`src/rtl/uart_bootloader.sv`:
```
// uart_bootloader: receives a framed program image from the UART byte
// interface, writes it word by word into instruction ROM and holds the core
// in reset until the image checksum verifies.
module uart_bootloader #(
  parameter int unsigned ROM_DEPTH      = 64,
  parameter int unsigned ADDR_WIDTH     = 6,
  parameter int unsigned TIMEOUT_CYCLES = 2_500_000
) (
  input  logic                  clk,
  input  logic                  rst,
  input  logic [7:0]            rx_data,
  input  logic                  rx_flag,
  output logic                  rx_flag_clr,
  output logic                  rom_wren,
  output logic [ADDR_WIDTH-1:0] rom_wraddr,
  output logic [31:0]           rom_wrdata,
  output logic                  core_rst,
  output logic                  boot_done,
  output logic                  boot_error,
  output logic [ADDR_WIDTH:0]   words_loaded
);

  localparam int unsigned CNT_W = ADDR_WIDTH + 1;
  localparam int unsigned TMR_W = (TIMEOUT_CYCLES > 2) ? $clog2(TIMEOUT_CYCLES) : 1;
  // Timer saturates at TIMEOUT_CYCLES-1; the step onto that value is the expiry.
  localparam logic [TMR_W-1:0] TMR_LAST = TMR_W'(TIMEOUT_CYCLES - 1);
  localparam logic [TMR_W-1:0] TMR_PRE  = TMR_W'(TIMEOUT_CYCLES - 2);
  localparam logic [7:0]       HEADER   = 8'hA5;

  typedef enum logic [2:0] {
    StIdle,
    StCount,
    StData,
    StCheck,
    StDone,
    StError
  } state_t;

  state_t                state;
  logic [CNT_W-1:0]      count_q;
  logic [ADDR_WIDTH-1:0] word_idx;
  logic [1:0]            byte_idx;
  logic [23:0]           word_q;
  logic [7:0]            csum_q;
  logic [TMR_W-1:0]      tmr_q;
  logic                  consume;
  logic                  timed;

  // rx_flag_clr is high exactly in the cycle after a consume, which makes it the blind cycle.
  // DONE leaves the flag to the core's own UART path.
  assign consume = rx_flag & ~rx_flag_clr & (state != StDone);
  assign timed   = (state == StCount) | (state == StData) | (state == StCheck);

  // Frame FSM with registered outputs, byte assembly, checksum and inter-byte timeout.
  always_ff @(posedge clk or posedge rst) begin
    if (rst) begin
      state        <= StIdle;
      rx_flag_clr  <= 1'b0;
      rom_wren     <= 1'b0;
      rom_wraddr   <= '0;
      rom_wrdata   <= '0;
      core_rst     <= 1'b1;
      boot_done    <= 1'b0;
      boot_error   <= 1'b0;
      words_loaded <= '0;
      count_q      <= '0;
      word_idx     <= '0;
      byte_idx     <= '0;
      word_q       <= '0;
      csum_q       <= '0;
      tmr_q        <= '0;
    end else begin
      rx_flag_clr <= consume;
      rom_wren    <= 1'b0;

      if (consume) begin
        tmr_q <= '0;
      end else if (timed) begin
        if (tmr_q != TMR_LAST) begin
          tmr_q <= tmr_q + TMR_W'(1);
        end
        if (tmr_q == TMR_PRE) begin
          state      <= StError;
          boot_error <= 1'b1;
        end
      end

      unique case (state)
        StIdle, StError: begin
          // Non-header bytes are consumed and dropped.
          if (consume && rx_data == HEADER) begin
            state        <= StCount;
            boot_error   <= 1'b0;
            words_loaded <= '0;
          end
        end
        StCount: begin
          if (consume) begin
            if (rx_data == 8'd0 || 32'(rx_data) > ROM_DEPTH) begin
              state      <= StError;
              boot_error <= 1'b1;
            end else begin
              count_q  <= CNT_W'(rx_data);
              word_idx <= '0;
              byte_idx <= '0;
              csum_q   <= '0;
              state    <= StData;
            end
          end
        end
        StData: begin
          if (consume) begin
            csum_q   <= csum_q ^ rx_data;
            byte_idx <= byte_idx + 2'd1;
            unique case (byte_idx)
              2'd0: word_q[7:0]   <= rx_data;
              2'd1: word_q[15:8]  <= rx_data;
              2'd2: word_q[23:16] <= rx_data;
              2'd3: begin
                rom_wren     <= 1'b1;
                rom_wraddr   <= word_idx;
                rom_wrdata   <= {rx_data, word_q};
                words_loaded <= words_loaded + CNT_W'(1);
                if ({1'b0, word_idx} == count_q - CNT_W'(1)) begin
                  state <= StCheck;
                end else begin
                  word_idx <= word_idx + ADDR_WIDTH'(1);
                end
              end
              default: ;
            endcase
          end
        end
        StCheck: begin
          if (consume) begin
            if (rx_data == csum_q) begin
              state     <= StDone;
              boot_done <= 1'b1;
              core_rst  <= 1'b0;
            end else begin
              state      <= StError;
              boot_error <= 1'b1;
            end
          end
        end
        StDone: ;
        default: state <= StIdle;
      endcase
    end
  end

endmodule

```
`config.mk`:
```
export PLATFORM = sky130hd
export DESIGN_NAME = uart_bootloader
export DESIGN_NICKNAME = d
export VERILOG_FILES = /design/src/rtl/uart_bootloader.sv
export SDC_FILE = /design/constraint.sdc
export NUM_CORES = 1
export LEC_CHECK = 0
export CAP_MARGIN = 40
export CORE_MARGIN = 2
export CORE_UTILIZATION = 50
export DETAILED_ROUTE_END_ITERATION = 8
export DONT_BUFFER_PORTS = 1
export GPL_ROUTABILITY_DRIVEN = 0
export PLACE_DENSITY_LB_ADDON = 0.15
export SYNTH_ARGS = -nofsm -noshare
export SYNTH_HDL_FRONTEND = slang
export SYNTH_SLANG_ARGS = --single-unit
export TNS_END_PERCENT = 5
```
`constraint.sdc`:
```
create_clock -name clk -period 9.2 [get_ports clk]
set_clock_uncertainty 0.05 [all_clocks]
set_input_delay 1.84 -clock clk [delete_from_list [all_inputs] [get_ports clk]]
set_output_delay 1.84 -clock clk [all_outputs]
set_load 0.01 [all_outputs]
```
==> flow_summary.yaml <==
synth:
  yosysWarnings: 0
  synth_area_um2: 5687
  synth-edff-count: 0
  syn_area_per_cell_um2: 9.590
  yosysSeqAreaShare: 0.5371
  ys.flop_type: "dfrtp_1"
  synth_cell_types: 53
  ys_top_cells_by_area: "dfrtp_1 53%, nand2_1 11%, xor2_1 4.9%"
  synth_top_area_frac: 0.5325
  synth-seq-cells: 122
  syn_nets: 613
  synth_top_area_cell: "dfrtp_1"
  syn_inst: 593
  synthArstFlopShare: 1.000
timing:
  finalCritPeriodShare: 0.4171
  slew_headroom: 0.4092
  worst_pin_slew_ps: 881.4
  rsz0062_at_grt: "no"
  finalMaxSlewViolations: 0
  setup_viol: 0
  min_period_ps: 3837
  hold_viol_final: 0
  final.setup.worst_slack_ps: 5363
  tns_ps: 0
  max_freq_mhz: 260.6
critical_path:
  critical_path_class: "primary input to register"
  slowest_delay_ps: 480
  path_cells: "nor2b_1, nand3_1, buf_4, inv_1, buf_4, nand4_1, or3_2, a21oi_1"
  path_max_fanout: 49
  cp.required_ps: 9490
  worstSetupStartpointType: "primary input"
  cp_common_cell: "buf_4"
  cp_slowest_cell: "nor2b_1"
  cp.arrival_ps: 4130
  endpoint_kind: "register"
  rrSetupSlack_ps: 6310
power_and_ir_drop:
  power.total_mw: 1.639
  p_leak_nw: 3.122
  peakVddDrop_v: 0.0001213
  power_density_nw_per_um2: 256.1
die:
  rows: 38
  dieHeight_um: 110.6
  fp.dieW_um: 110.6
  ios: 61
  dieArea_um2: 12240
  fp.coreArea_um2: 10980
  initial_core_util: 0.5178
route:
  first_pass_iters: 7
  initialDrtViolationCount: 285
  wire_per_inst_um: 16.58
  drc: 0
  ant_nets: 0
  wirelength_um: 12320
  vias_per_cell: 5.495
  vias: 4083
layout:
  drive_gt1_frac: 0.1227
  final_util: 0.5829
  synthToLayoutAreaGrowth_pct: 12.59
  diodes: 0
  final_net_count: 610
  fill_cells: 925
clocking:
  cts-buffers-inserted: 17
  htree_levels: 4
  ctsLongestPathBuffers: 2
  cts_setup_buffers: 0
  cts_sinks: 122
  cts_tree: "done"
  root_buffer: "clkbuf_16"
  clk_pin_slew_ps: 60
  ctsResizeCount: 0
  clk_latency_ps: 420
  cts_hold_buffers: 0
grt:
  track_usage: 0.2125
  grt_pass1_wl_um: 20840
  grt_antenna_before_repair: 0
  grt_pass1_vias: 4059
  grt_overflow_total: 0
  grt_max_degree: 64
placed_design:
  dp_hpwl_um: 7870
  dp_slack_ps: 4940
  io_buffers: 0
status:
  status: "completed"
worst_hold_path:
  min_path_type: "register to register"
job:
  cap_violations: 0
cells in the final DEF, fill, tap and decap left out, drive strengths merged, types with 5 or more instances in the layout:
master	Yosys	layout
nor2	55	55
clkinv	0	6
nand4	15	15
o21ai	33	33
ha	9	9
clkbuf	22	21
xnor2	11	11
mux2	24	24
dfrtp	121	121
buf	6	6
inv	9	10
nor4	5	5
nand2	167	167
a21oi	7	7
xor2	32	32
nand3	13	13
nor3	10	10
sequential cells by signal (all words and copies together) (netlist names):
name	flops
rx_flag_clr	1
word_idx	6
tmr_q	22
rom_wrdata	32
boot_error	1
state	3
rom_wren	1
core_rst	1
byte_idx	2
csum_q	8
word_q	24
count_q	7
words_loaded	7
rom_wraddr	6
boot_done	1
cell usage after synthesis, drive strengths merged (2+ instances only):
master  count
o31ai       4
or2         2
buf         6
nand4      15
nor2b       2
xor2       32
xnor2      11
nand3      13
mux2i       2
and3        3
ha          9
inv         9
nand2     167
o21ai      33
a21oi       7
or4         2
and2        3
a211oi      3
clkbuf     22
or4b        2
o211ai      2
nor3       10
dfrtp     121
nand2b      4
mux2       24
nor2       55
nor4        5
and4        3
a31oi       2
or3         4
worst max-delay path: cells and delay by family:
kind                   cells  cell delay [ps]
AND/OR/NAND/NOR            4             1300
AO/OA/AOI/OAI              1              150
buffers and inverters      3              800
path summary, 6_finish.rpt:
check	start	end	depth (start not counted)
setup / recovery	rx_flag	word_idx[3]$_DFFE_PP0P_	8
hold / removal	word_q[2]$_DFFE_PP0P_	rom_wrdata[2]$_DFFE_PP0P_	2
setup reg to reg	state[1]$_DFF_PP0_	csum_q[6]$_DFFE_PP0P_	6
hold reg to reg	word_q[2]$_DFFE_PP0P_	rom_wrdata[2]$_DFFE_PP0P_	2
max in group asynchronous	rst	tmr_q[19]$_DFFE_PP0P_	2
min in group asynchronous	rst	rom_wrdata[21]$_DFFE_PP0P_	1
where the power goes:
part           leakage, nW  switching, mW  internal [mW]
combinational         1.16          0.138          0.121
clock                0.297          0.237          0.439
sequential            1.67         0.0845          0.621
routing by layer:
layer  GRT usage  wire length (µm)
met2      0.3239              5684
met1      0.2883              5655
met4     0.08750               231
met3     0.05873               748
met5           0                 0
stage by stage:
step / hold WS (ps) / area, µm² / std cells
5_1_grt: 427.1 / 6402 / 743
3_5_place_dp: 394.0 / 5798 / 711
2_1_floorplan: 383.1 / 5687 / 593
3_3_place_gp: 394.3 / 5786 / 709
4_1_cts: 408.1 / 6402 / 743
6_report: 407.3 / 6402 / 743
layout make-up:
type	instances	area, µm²	area share
Clock buffer	21	460.4	0.07192
Clock inverter	11	143.9	0.02247
Inverter	9	36.28	0.005667
Multi-Input combinational cell	434	2490	0.3889
Sequential cell	122	3054	0.4770
Tap cell	140	175.2	0.02736
Timing Repair Buffer	6	42.54	0.006645
cells by family after synthesis:
family                     synth area share
adders and majority gates           0.01980
and+or+nand+nor                      0.2378
buffers and inverters               0.02508
AOI/OAI and AO/OA                   0.06293
DFF                                  0.5371
xor gates and xnor gates            0.06623
muxes                               0.05105
(Power assumes the default switching activity.)
